**src/rtl/sipo_deser.sv**
```systemverilog
// Serial-to-parallel deserializer with a one-entry valid/ready output
// register and a sticky overflow flag for words dropped under backpressure.
module sipo_deser #(
    parameter int WIDTH     = 8,
    parameter bit MSB_FIRST = 1'b1
) (
    input  logic                     clk,
    input  logic                     rst,
    input  logic                     din,
    input  logic                     din_vld,
    input  logic                     sof,
    output logic [WIDTH-1:0]         dout,
    output logic                     dout_vld,
    input  logic                     dout_rdy,
    output logic                     ovf,
    output logic [$clog2(WIDTH)-1:0] bit_cnt
);

    localparam int CW = $clog2(WIDTH);
    localparam logic [CW-1:0] LAST = CW'(WIDTH - 1);

    typedef enum logic {
        EMPTY = 1'b0,
        FULL  = 1'b1
    } state_t;

    logic [WIDTH-1:0] sh_q, sh_d;
    logic [WIDTH-1:0] shifted;
    logic [CW-1:0]    cnt_q, cnt_d;
    logic [WIDTH-1:0] dout_q, dout_d;
    logic             ovf_q, ovf_d;
    logic             done;
    state_t           state_q, state_d;

    always_comb begin
        if (MSB_FIRST) begin
            shifted = {sh_q[WIDTH-2:0], din};
        end else begin
            shifted = {din, sh_q[WIDTH-1:1]};
        end
    end

    // A sof bit is always bit 0, so it can never complete a word.
    assign done = din_vld && !sof && (cnt_q == LAST);

    always_comb begin
        sh_d  = sh_q;
        cnt_d = cnt_q;
        if (din_vld) begin
            sh_d = shifted;
            if (sof) begin
                cnt_d = CW'(1);
            end else if (done) begin
                cnt_d = '0;
            end else begin
                cnt_d = cnt_q + CW'(1);
            end
        end
    end

    always_comb begin
        state_d = state_q;
        dout_d  = dout_q;
        ovf_d   = ovf_q;
        unique case (state_q)
            EMPTY: begin
                if (done) begin
                    dout_d  = shifted;
                    state_d = FULL;
                end
            end
            FULL: begin
                if (dout_rdy) begin
                    if (done) begin
                        dout_d = shifted;
                    end else begin
                        state_d = EMPTY;
                    end
                end else if (done) begin
                    ovf_d = 1'b1;
                end
            end
            default: state_d = EMPTY;
        endcase
    end

    always_ff @(posedge clk) begin
        if (rst) begin
            sh_q    <= '0;
            cnt_q   <= '0;
            dout_q  <= '0;
            ovf_q   <= 1'b0;
            state_q <= EMPTY;
        end else begin
            sh_q    <= sh_d;
            cnt_q   <= cnt_d;
            dout_q  <= dout_d;
            ovf_q   <= ovf_d;
            state_q <= state_d;
        end
    end

    assign dout     = dout_q;
    assign dout_vld = (state_q == FULL);
    assign ovf      = ovf_q;
    assign bit_cnt  = cnt_q;

endmodule

```
**config.mk**
```make
export PLATFORM = sky130hd
export DESIGN_NAME = sipo_deser
export DESIGN_NICKNAME = d
export VERILOG_FILES = /design/src/rtl/sipo_deser.sv
export SDC_FILE = /design/constraint.sdc
export NUM_CORES = 1
export LEC_CHECK = 0
export ABC_AREA = 1
export ABC_CLOCK_PERIOD_IN_PS = 1500
export BUFFER_PORTS_ARGS = -buffer_cell sky130_fd_sc_hd__buf_2
export CORE_AREA = 5 5 51 53
export CTS_BUF_LIST = sky130_fd_sc_hd__clkbuf_4
export DETAILED_ROUTE_END_ITERATION = 8
export DIE_AREA = 0 0 56 58
export HOLD_SLACK_MARGIN = 0.05
export PLACE_DENSITY_LB_ADDON = 0.05
export SKIP_CTS_REPAIR_TIMING = 1
export SLEW_MARGIN = 20
export SYNTH_ARGS = -nofsm -noshare
export SYNTH_HDL_FRONTEND = slang
export SYNTH_SLANG_ARGS = --single-unit
```
**constraint.sdc**
```tcl
create_clock -name clk -period 1.5 [get_ports clk]
set_input_delay 0.225 -clock clk [delete_from_list [all_inputs] [get_ports clk]]
set_output_delay 0.225 -clock clk [all_outputs]
set_load 0.01 [all_outputs]
```
==> flow_metrics.tcl <==
set metrics [dict create \
    status "finished clean" \
    dp_slack_ns 0.206 \
    r2r-start "bit_cnt[0]" \
    place_inst 145 \
    dpl.hpwl_um 1150 \
    fmax_ghz 0.759 \
    start_util_pct 37.8 \
    syn_avg_cell_area_sq_um 7.80 \
    drv_slew 0 \
    drive_gt1_share_pct 22.3 \
    irDropWorstVdd_mv 0.432 \
    grt_overflow 0 \
    via_per_inst 4.48 \
    cp.arrival_ns 1.56 \
    route.detailed.drc 0 \
    clk_pin_slew_ns 0.11 \
    firstDrtPassIters 4 \
    tns_ns 0 \
    clock_skew_ns 0.00117 \
    fin_nets 130 \
    reg2regPathDepth 6 \
    critPathRequiredTime_ns 1.74 \
    cts_tree "done" \
    worst_slack_ns 0.182 \
    maxSlewHeadroom_pct 73.0 \
    netlist_area_sq_um 796 \
    numPortBuffers 18 \
    powerDensity_nw_per_um2 933 \
    finalHoldViolCount 0 \
    setup_violations 0 \
    synth.distinct_cells 16 \
    routedWlPerCell_um 9.97 \
    p_comb_share_pct 7.6 \
    min_period_ns 1.32 \
    areaGrowthSynthToFinish_pct 17.8 \
    vias 667 \
    ys_seq_elements 20 \
    path_class "reg -> reg" \
    whs_path_depth 2 \
    hp-start "rst" \
    final.period_utilization_pct 87.9 \
    antenna_cells 0 \
    p_sw_share_pct 23.6 \
    worstSetupStartpointType "flop" \
    min_to "bit_cnt[2]" \
    power_frac_seq_pct 63.3 \
    gp_congestion 0.729 \
    stdcell_area_sq_um 937 \
    yosysSeqAreaShare_pct 50.3 \
    drtIter0Drc 13 \
    cap_violations 0 \
    r2r_slack_ns 0.18 \
    grt_usage_pct 10.4 \
    h-tree-depth 1 \
    clk_latency_ns 0.29 \
    die-area_sq_um 3250 \
    p_clk_share_pct 29.2 \
    grt_max_degree 17 \
    grt_antenna_before_repair 0 \
    grt_pass1_vias 645 \
    clockBufferDepth 2 \
    place_area_sq_um 911 \
    root_buffer "clkbuf_4" \
    ys_warn_count 0 \
    regToRegEndpoint "dout[3]" \
    rsz0062_at_grt "no" \
    core_area_sq_um 2110 \
    hp-class "in -> reg" \
    worst_pin_slew_ns 0.404 \
    synth_cells 102 \
    path_max_fanout 8 \
    cts_buffers 3 \
    cts.sinks 20 \
    ioPinCount 19 \
    grt_pass1_wl_um 2800 \
    die_h_um 58 \
    final_cells 149 \
    intPower_mw 0.668 \
    routed_wl_um 1490 \
    num_rows 17 \
    drtAntennaViolNets 0 \
    syn_nets 110 \
    dieWidth_um 56 \
    power.switching_mw 0.207 \
    p_leak_nw 0.439 \
    critPathCaptureType "flop" \
]
## layout by cell type (no fill, tap or decap)
master,n
nand2_1,12
nand3b_1,2
clkbuf_4,3
o21ai_0,8
buf_2,18
nor2_1,19
nor2_2,1
clkinv_1,1
buf_4,2
inv_1,11
dfxtp_1,20
nand4_1,8
a21oi_1,11
or2_2,1
nor2_4,1
inv_2,1
ha_1,2
## per-layer routing
metal | vias to the layer above | part of all wire, % | wire [um] | track usage, %
met1 | 281 | 53 | 780 | 14.8
met2 | 14 | 40 | 590 | 14.7
met4 | 0 | 2.4 | 36 | 5.08
met5 | - | 0 | 0 | 0
li1 | 367 | - | - | -
met3 | 5 | 5.3 | 78 | 2.45
## flip-flops by register name, indices dropped and copies added, names as in the netlist
name and cells:
dout 8, sh_q 7, bit_cnt 3, dout_vld 1
ovf 1
## Yosys cell counts (all sizes together)
library cell | instances | area share (%)
nor2 | 21 | 11
dfxtp | 20 | 50
inv | 12 | 5.7
nand2 | 12 | 5.7
a21oi | 11 | 6.9
nand4 | 8 | 6.3
o21ai | 8 | 5.0
buf | 3 | 2.2
clkbuf | 2 | 0.94
ha | 2 | 3.1
nand3b | 2 | 1.9
or2 | 1 | 0.79
## worst max-delay path by stage
stage / startpoint / end / slack, ns / cells after the start
floorplan: bit_cnt[0] / bit_cnt[0] / 0.16 / 5
global placement: bit_cnt[0] / dout[4] / 0.24 / 6
detailed placement: bit_cnt[0] / dout[7] / 0.21 / 6
CTS: bit_cnt[0] / dout[2] / 0.18 / 6
global route: bit_cnt[1] / dout[2] / 0.0002 / 6
finish: bit_cnt[0] / dout[3] / 0.18 / 6
## worst max-delay path, cell delays in order (launching register included)
cell and delay (ns):
dfxtp_1 0.38, ha_1 0.16, ha_1 0.19, nand3b_1 0.17, nor2_4 0.21, nor2_1 0.06, nor2_1 0.09
## power groups by stage
| stage | clock [mW] | sequential (mW) | combinational [mW] |
|---|---|---|---|
| global placement | 0 | 0.565 | 0.0662 |
| global route | 0.287 | 0.556 | 0.0782 |
| finish | 0.255 | 0.554 | 0.0661 |
| detailed placement | 0 | 0.566 | 0.0668 |
| floorplan | 0 | 0.566 | 0.0434 |
| CTS | 0.268 | 0.554 | 0.0670 |
## cells by family after synthesis
logic type / Yosys count / share of synthesized area [%]
and+or+nand+nor: 44 / 25.8
DFF: 20 / 50.3
AOI/OAI and AO/OA: 19 / 11.9
buffers and inverters: 17 / 8.81
adders and majority gates: 2 / 3.14
## through the flow
| stage | power (mW) | utilization (%) | hold slack [ns] |
|---|---|---|---|
| global placement | 0.632 | 43.3 | 0.447 |
| global route | 0.922 | 44.5 | 0.144 |
| CTS | 0.889 | 44.5 | 0.132 |
| floorplan | 0.610 | - | 0.294 |
| finish | 0.875 | 44.5 | 0.133 |
| detailed placement | 0.632 | 43.3 | 0.455 |
## layout make-up
type / count / area, sq um
sequential: 20 / 400
timing repair buffer: 20 / 105
clock inverter: 1 / 3.75
tap: 28 / 35.0
clock buffer: 3 / 22.5
fill: 239 / 1170
inverter: 12 / 45.0
multi-input combinational: 65 / 325
No activity file was read; power rests on OpenSTA's default activity.
